$ cat src/rtl/gcd_engine.sv
// Subtractive-Euclid GCD engine with a valid/ready operand port and held result.
// Optional macro GCD_EQ_EXIT_EN: also finish when x==y (non-zero), saving one step.
module gcd_engine #(
  parameter int unsigned WIDTH = 16
) (
  input  logic               clk,
  input  logic               reset,
  input  logic               in_valid,
  input  logic [2*WIDTH-1:0] in_data,
  output logic               in_ready,
  output logic               out_valid,
  output logic [WIDTH-1:0]   out_data
);

  typedef enum logic [1:0] {
    IDLE = 2'd0,
    BUSY = 2'd1,
    DONE = 2'd2
  } state_t;

  state_t           state, state_nx;
  logic [WIDTH-1:0] x, y, x_nx, y_nx, out_data_nx;
  logic             in_ready_nx, out_valid_nx;
  logic             accept_c;

  assign accept_c = in_valid && in_ready;

  // Next-state and next-output logic; every register holds unless changed below.
  always_comb begin
    state_nx     = state;
    x_nx         = x;
    y_nx         = y;
    out_data_nx  = out_data;
    in_ready_nx  = in_ready;
    out_valid_nx = out_valid;
    case (state)
      IDLE, DONE: begin
        if (accept_c) begin
          x_nx         = in_data[2*WIDTH-1:WIDTH];
          y_nx         = in_data[WIDTH-1:0];
          state_nx     = BUSY;
          in_ready_nx  = 1'b0;
          out_valid_nx = 1'b0;
        end
      end
      BUSY: begin
        if ((x == '0) || (y == '0)) begin
          out_data_nx  = x | y;
          state_nx     = DONE;
          in_ready_nx  = 1'b1;
          out_valid_nx = 1'b1;
`ifdef GCD_EQ_EXIT_EN
        end else if (x == y) begin
          out_data_nx  = x;
          state_nx     = DONE;
          in_ready_nx  = 1'b1;
          out_valid_nx = 1'b1;
`endif
        end else if (x > y) begin
          x_nx = x - y;
        end else begin
          y_nx = y - x;
        end
      end
      default: begin
        state_nx     = IDLE;
        in_ready_nx  = 1'b1;
        out_valid_nx = 1'b0;
      end
    endcase
  end

  // State and output registers; synchronous reset wins over any accept.
  always_ff @(posedge clk) begin
    if (reset) begin
      state     <= IDLE;
      x         <= '0;
      y         <= '0;
      out_data  <= '0;
      in_ready  <= 1'b1;
      out_valid <= 1'b0;
    end else begin
      state     <= state_nx;
      x         <= x_nx;
      y         <= y_nx;
      out_data  <= out_data_nx;
      in_ready  <= in_ready_nx;
      out_valid <= out_valid_nx;
    end
  end

endmodule

$ cat config.mk
export PLATFORM = sky130hd
export DESIGN_NAME = gcd_engine
export DESIGN_NICKNAME = d
export VERILOG_FILES = /design/src/rtl/gcd_engine.sv
export SDC_FILE = /design/constraint.sdc
export NUM_CORES = 1
export LEC_CHECK = 0
export BUFFER_PORTS_ARGS = -buffer_cell sky130_fd_sc_hd__buf_4
export CAP_MARGIN = 20
export CORE_MARGIN = 2
export CORE_UTILIZATION = 50
export CTS_CLUSTER_DIAMETER = 200
export DETAILED_ROUTE_END_ITERATION = 6
export GPL_TIMING_DRIVEN = 0
export PLACE_DENSITY = 0.73
export RECOVER_POWER = 25
export SYNTH_ARGS = -nofsm -noshare
export SYNTH_HDL_FRONTEND = slang
export SYNTH_SLANG_ARGS = --single-unit
$ cat constraint.sdc
create_clock -name clk -period 3.28 [get_ports clk]
set_clock_uncertainty 0.2 [all_clocks]
set_input_delay 0.328 -clock clk [delete_from_list [all_inputs] [get_ports clk]]
set_output_delay 0.328 -clock clk [all_outputs]
set_load 0.05 [all_outputs]
======== Word level (Yosys, flattened, before mapping) ========
Cells that the tools add are included.
operators by class
  order comparisons ....................... 1
  reductions and logical operators ........ 11
  muxes and demuxes ....................... 15
  $add $sub $neg .......................... 2
  bitwise operators ....................... 1
  equal/unequal tests ..................... 7
operator list
  operator              count
  $mux W16              6
  $pmux W16 S2          2
  $logic_not A16 Y1     2
  $sub A16 B16 Y16      2
  $gt A16 B16 Y1        1
  $or A16 B16 Y16       1
  $ne A2 B2 Y1 const B  5
  $reduce_and A4 Y1     2
  $mux W2               2
  $pmux W1 S2           2
  $pmux W2 S2           1
  $reduce_and A2 Y1     2
  $eq A2 B1 Y1 const B  1
  $eq A2 B2 Y1 const B  1
  $logic_not A2 Y1      1
  $mux W1               2
  $reduce_bool A2 Y1    1
  $reduce_or A2 Y1      1
  $logic_and A1 B1 Y1   1
  $logic_or A1 B1 Y1    1
storage, ports and cells
  word-level logic and storage cells ...... 43
  flip-flop bits (word level) ............. 52
  input port bits ......................... 35

======== Depth between registers and ports, before layout ========
Gate-level depths: netlist of run 1.
  depth in word-level cells ............... 4
  mapped depth ............................ 12
  mapped depth without buffers ............ 10

======== Least setup slack after synthesis of run 1 ========
No wires, ideal clock.
  kind .................................... register to register
  start point ............................. register y[9]
  end point ............................... register x[1]
  data required time ...................... 2947 ps
  setup time .............................. 133 ps
  arrival time ............................ 2731 ps
  stages on the path, launching flop included .. 12
  setup slack ............................. 216 ps
  period minus slack after synthesis ...... 3064 ps
  path through ............................ dfxtp_1 > inv_1 > ha_1 > buf_6 > or4_4 > or3_4 > a211oi_2 > nor4_1 > a21o_2 > buf_4 > a211oi_1 > a211oi_2
between the ends
  cells in the longest elaborated chain, start to end .. 4
  elaborated cells on any way between the ends .. 6
  those cells by class .................... order compare: 1; eq/ne: 2; reduce/logical: 3
ends and longest elaborated chain
  item                                                    line  text
  from (decl)                                             22    logic [WIDTH-1:0] x, y, x_nx, y_nx, out_data_nx;
  from (signal assigned)                                  85    y <= y_nx;
  branches (longest 3 deep; another with $gt A16 B16 Y1)  -
  $reduce_and A4 Y1 (no line) *                           -
  to (signal assigned)                                    84    x <= x_nx;
  to (decl)                                               22
Mark *: on every way between the ends.
A chain may end at the register's enable or synchronous reset.

======== Worst setup path after layout of run 1 ========
  start point ............................. register x[13]
  end point ............................... register y[14]
between the ends
  cells in the longest elaborated chain, start to end .. 4
  elaborated cells on any way between the ends .. 10
  those cells by class .................... add/sub: 1; order compare: 1; eq/ne: 2; mux: 3; reduce/logical: 3
ends and longest elaborated chain
  item                                                   line
  $sub A16 B16 Y16 or $logic_not A16 Y1 (tied branches)  62, 47
  $mux W16 or $logic_or A1 B1 Y1 (tied branches)         59, 47
  $mux W16 or $ne A2 B2 Y1 (tied branches)               -
  $pmux W16 S2 or $reduce_and A4 Y1 (tied branches)      -
Several ways; a longest one is shown, not always the timed one. The select of a mux whose other input is x is not followed.

==> impl_metrics.tcl, run 1 <==
set metrics [dict create \
    drtPass1Iterations 5 \
    synth_compound_area_frac 0.260 \
    numCtsBuffers 5 \
    ys_ff_latch 51 \
    worstPathRequired_ns 3.26 \
    synth-async-reset-ratio 0 \
    ant_nets 0 \
    synth_top_area_frac 0.251 \
    clkTransAtPathRegs_ns 0.10 \
    grt_pass1_vias 4004 \
    synth_cell_type_count 54 \
    drc_errors 0 \
    avgSynthCellArea_um2 7.74 \
    hold_viol 0 \
    min_period_ns 3.20 \
    die_y_um 94.2 \
    syn_inst 526 \
    r2r_start "x[13]$_SDFFE_PP0P_" \
    status "complete, no violations" \
    clock_sinks 51 \
    finalCritPeriodShare 0.976 \
    dieWidth_um 94.2 \
    grt_pass1_wl_mm 21.1 \
    crit_fanout 10 \
    vias_per_cell 6.18 \
    critPathMaxStageDelay_ns 0.52 \
    fin_util 0.636 \
    synth.area.top_cells "dfxtp_1 25%, ha_1 14%, nor2_1 6.2%" \
    grt_max_degree 16 \
    num_io_pins 53 \
    synth.area.mux_share 0.0123 \
    cp_data_arrival_time_ns 3.18 \
    startpoint "x[13]$_SDFFE_PP0P_" \
    crit_type "reg -> reg" \
    cp_num_buf_inv 3 \
    synth_warnings 0 \
    critical_path.slowest_cell "or4_1" \
    cp-start-kind "flop" \
    synth-edff-count 0 \
    netlist.top_cell.by_area "dfxtp_1" \
    cts.htree.levels 2 \
    cts_tree "built" \
    port_buffers 52 \
    hold_path.class "in -> reg" \
    fmax_mhz 312 \
    slew_viol_final 0 \
    grt_overflow 0 \
    nets 679 \
    drt-total-wl_mm 14.4 \
    antenna_cells 0 \
    synthSimpleGateAreaFrac 0.186 \
    synth_nets 610 \
    grt_use_total 0.314 \
    dpl.hpwl_mm 9.94 \
    cp-end-kind "flop" \
    hp-start "reset" \
    synth_xor_area_frac 0.0538 \
    ys_seq_area_frac 0.251 \
    drt_iter0_drc 394 \
    max-slew-margin-rel 0.493 \
    fp-row-count 32 \
    place_ws_ns -0.156 \
    root_buffer "clkbuf_8" \
    holdBufCountCts 0 \
    coreArea_mm2 0.00781 \
    setup_viol 0 \
    drive_gt1_frac 0.158 \
    post_drt_wl_per_cell_um 20.6 \
    drv_cap 0 \
    yosysMostFrequentCell "nor2_1" \
    synthToLayoutAreaGrowth_pct 21.9 \
    synthTopCellsByCount "67 x nor2_1, 51 x dfxtp_1, 49 x a21oi_1, 48 x inv_1, 47 x ha_1" \
    ys.flop_type "dfxtp_1" \
    die_area_mm2 0.00888 \
    start_util 0.521 \
    routabilityCongestion 1.02 \
    worst_pin_slew_ns 0.761 \
    setup_ws_ns 0.0793 \
    nFillCells 709 \
    antenna_found_initial 0 \
    clockBufferDepth 2 \
    synth_top_family_by_area "compound AO/OA/AOI/OAI gates" \
    path_cells "inv_1 -> ha_1 -> clkbuf_1 -> nor3b_1 -> or4_1 -> a21oi_2 -> nor4_4 -> o21bai_4 -> buf_2 -> a211o_1 -> a21oi_1" \
    synthAdderAreaFrac 0.154 \
    vias 4313 \
    path_delay_family "simple AND/OR/NAND/NOR gates" \
    syn_area_mm2 0.00407 \
    insertion_delay_ns 0.33 \
]
logic make-up after synthesis:
group / Yosys count
DFF: 51
AOI/OAI and AO/OA: 153
xor gates and xnor gates: 25
adders and majority gates: 49
and+or+nand+nor: 162
muxes: 5
buffers and inverters: 81
worst reg2reg max path, stage by stage (launching register included):
cell,delay [ns]
dfxtp_1,0.43
inv_1,0.10
ha_1,0.31
clkbuf_1,0.25
nor3b_1,0.21
or4_1,0.52
a21oi_2,0.19
nor4_4,0.08
o21bai_4,0.29
buf_2,0.29
a211o_1,0.13
a21oi_1,0.06
registers in the layout, indices dropped and copies added, names as in the netlist:
| signal | cells |
|---|---|
| out_data | 16 |
| in_ready | 1 |
| state | 1 |
| out_valid | 1 |
| x | 16 |
| y | 16 |
repair_timing:
| action | in CTS | in global routing |
|---|---|---|
| setup endpoints to repair | 31 | 32 |
| gates cloned | 0 | 4 |
| resized for setup | 12 | 34 |
| pin swaps | 0 | 7 |
| setup buffers | 0 | 8 |
worst paths after layout:
check	end	slack, ns	depth (start not counted)
worst min-delay path	x[13]$_SDFFE_PP0P_	0.13	3
worst max-delay path	y[14]$_SDFFE_PP0P_	0.08	11
worst max register to register	y[14]$_SDFFE_PP0P_	0.08	11
worst min register to register	y[10]$_SDFFE_PP0P_	0.27	2
cells in the final DEF (no fill, tap or decap), types with 4 or more instances in the layout:
master    count
buf_4        44
nor3_1        5
ha_1         44
a21oi_2       4
dfxtp_1      46
xnor2_1      24
buf_2         4
mux2i_1       5
a31oi_1       6
dfxtp_2       4
inv_1        48
o21bai_1      4
nand2_1      37
nand2b_1      6
o21ai_0      13
clkbuf_8      5
nor4_1       11
a211oi_1     26
nor2_1       67
clkbuf_1     35
nor2b_1       4
nand3_1      10
buf_12        4
a21oi_1      45
o31ai_1       4
a211o_1      19
metal layers:
metal	track usage	up-vias	share of wire	wire length (µm)
met5	0	-	0	0
met1	0.418	2017	0.41	5940
met3	0.0586	44	0.10	1460
met2	0.499	263	0.45	6480
met4	0.124	0	0.033	473
li1	-	1989	-	-
metrics by stage:
step / area (µm²) / std cells / hold slack (ns) / TNS [ns]
after floorplan: 4070 / 526 / 0.258 / 0
after global placement: 4590 / 680 / 0.276 / -1.55
after detailed placement: 4590 / 680 / 0.285 / -2.19
after CTS: 4760 / 688 / 0.107 / 0
after global routing: 4960 / 698 / 0.123 / -0.0556
final: 4960 / 698 / 0.128 / 0
area by class of cell:
type	count	area [µm²]	area share
Multi-Input combinational cell	394	2840	0.571
Sequential cell	51	1030	0.207
Timing Repair Buffer	64	459	0.0925
Inverter	51	191	0.0386
Buffer	28	188	0.0378
Tap cell	102	128	0.0257
Clock buffer	6	72.6	0.0146
Clock inverter	2	60.1	0.0121
Power of run 1 is not shown: default switching activity piles up to over one toggle a cycle in this logic, so the estimate is an artifact.
==> run 2: changes to the inputs <==
--- a/config.mk
+++ b/config.mk
@@ -7,7 +7,6 @@
 export LEC_CHECK = 0
 export BUFFER_PORTS_ARGS = -buffer_cell sky130_fd_sc_hd__buf_4
 export CAP_MARGIN = 20
-export CORE_MARGIN = 2
 export CORE_UTILIZATION = 50
 export CTS_CLUSTER_DIAMETER = 200
 export DETAILED_ROUTE_END_ITERATION = 6
==> run 2 against run 1 <==
Critical path depth rose by 1. Via count fell by 0.46%. Register-to-register slack barely moved. Hold slack improved by 0.0062 ns. Count of clock-buffer cells in the layout did not move. Flip-flop and latch count did not move. Cell count fell by 0.57%. Die area fell by 4.2%. Setup slack got worse by 0.0056 ns. Global-route usage rose by 0.69 points. Highest routed layer unchanged.
==> impl_metrics.tcl, run 2 (synthesis gave the netlist of run 1 again) <==
set metrics [dict create \
    status "complete, no violations" \
    grt_overflow 0 \
    fin_util 0.625 \
    reg2reg_to "x[12]$_SDFFE_PP0P_" \
    drc_errors 0 \
    cts_tree "built" \
    vias 4293 \
    fp-row-count 32 \
    post_drt_wl_per_cell_um 20.0 \
    start_util 0.521 \
    r2r_start "y[9]$_SDFFE_PP0P_" \
    setup_ws_ns 0.0737 \
    drv_cap 0 \
    antenna_found_initial 0 \
    startpoint "y[9]$_SDFFE_PP0P_" \
    top_regs "out_data x16, x x16, y x16" \
    clockBufferDepth 2 \
    r2r_slack_ns 0.07 \
    grt_max_degree 17 \
    cp-start-kind "flop" \
    vias_per_cell 6.19 \
    nets 675 \
    die_area_mm2 0.00851 \
    finalCritPeriodShare 0.978 \
    grt_use_total 0.320 \
    numCtsBuffers 5 \
    cp_data_arrival_time_ns 3.25 \
    clock_sinks 51 \
    min_period_ns 3.21 \
    reg2reg_depth 12 \
    rsz0062_at_grt "true" \
    coreArea_mm2 0.00781 \
    drtPass1Iterations 6 \
    crit_fanout 8 \
    fmax_mhz 312 \
    drt-total-wl_mm 13.9 \
    final.setup.tns_ns 0 \
    ant_nets 0 \
    routabilityCongestion 1.01 \
    place_ws_ns -0.136 \
    cts.htree.levels 2 \
    max-slew-margin-rel 0.469 \
    crit_type "reg -> reg" \
    slew_viol_final 0 \
    hold_viol 0 \
    num_io_pins 53 \
    drt_iter0_drc 335 \
    grt_pass1_vias 3923 \
    clkTransAtPathRegs_ns 0.10 \
    layout_commonest_cell "nor2_1" \
    endpoint "x[12]$_SDFFE_PP0P_" \
    worst_pin_slew_ns 0.796 \
    hold_path.class "in -> reg" \
    worstPathRequired_ns 3.33 \
    insertion_delay_ns 0.31 \
    drive_gt1_frac 0.145 \
    root_buffer "clkbuf_8" \
    die_y_um 92.2 \
    final_cell_mix "67 x nor2_1, 48 x inv_1, 47 x ha_1, 47 x dfxtp_1, 45 x a21oi_1" \
    dpl.hpwl_mm 9.88 \
    dieWidth_um 92.2 \
    dpl-instance-area_mm2 0.00459 \
    grt_pass1_wl_mm 21.0 \
    fin_area_mm2 0.00488 \
    port_buffers 52 \
    setup_viol 0 \
    synthToLayoutAreaGrowth_pct 19.9 \
    cp-end-kind "flop" \
    antenna_cells 0 \
]
run 2: metal layers:
metal	part of all wire	wire (µm)	track usage
met2	0.47	6500	0.524
met5	0	0	0
met1	0.42	5900	0.435
met3	0.086	1190	0.0423
met4	0.022	301	0.100
run 2: worst max-delay path, stage by stage (launching register included):
cell       delay, ns
dfxtp_2         0.37
inv_1           0.07
ha_1            0.30
buf_6           0.14
or4_4           0.54
or3_4           0.37
o31a_1          0.30
o21bai_2        0.19
a21o_4          0.17
buf_12          0.15
clkbuf_16       0.16
nand2_1         0.07
a21oi_2         0.11
run 2: per-stage QoR:
step / hold slack [ns] / instances
after floorplan: 0.258 / 526
after global placement: 0.276 / 680
after CTS: 0.108 / 688
after global routing: 0.162 / 694
final: 0.134 / 694
after detailed placement: 0.288 / 680
run 2: worst min path at each step:
| stage | start | cells after the start | slack, ns | to |
|---|---|---|---|---|
| 4_1_cts | reset | 3 | 0.11 | x[13]$_SDFFE_PP0P_ |
| 2_1_floorplan | y[15]$_SDFFE_PP0P_ | 2 | 0.26 | y[15]$_SDFFE_PP0P_ |
| 3_5_place_dp | y[8]$_SDFFE_PP0P_ | 2 | 0.29 | y[8]$_SDFFE_PP0P_ |
| 5_1_grt | reset | 3 | 0.16 | x[13]$_SDFFE_PP0P_ |
| 3_3_place_gp | x[15]$_SDFFE_PP0P_ | 2 | 0.28 | x[15]$_SDFFE_PP0P_ |
| 6_report | reset | 3 | 0.13 | x[13]$_SDFFE_PP0P_ |
run 2: cell type report:
class / count / area, µm²
sequential: 51 / 1030
clock inverter: 2 / 16.3
tap: 102 / 128
buffer: 29 / 184
multi-input combinational: 394 / 2810
inverter: 51 / 191
fill: 735 / 2930
timing repair buffer: 59 / 440
clock buffer: 6 / 82.6
run 2: repair_timing:
| action | 4_1_cts | 5_1_grt |
|---|---|---|
| setup buffers | 0 | 4 |
| resized for setup | 10 | 27 |
| pin swaps | 0 | 6 |
| endpoints found under the hold margin | 0 | 0 |
| hold buffers | 0 | 0 |
| endpoints found under the setup margin | 31 | 32 |
| gates cloned | 0 | 3 |
Power of run 2 is left out for the same reason.
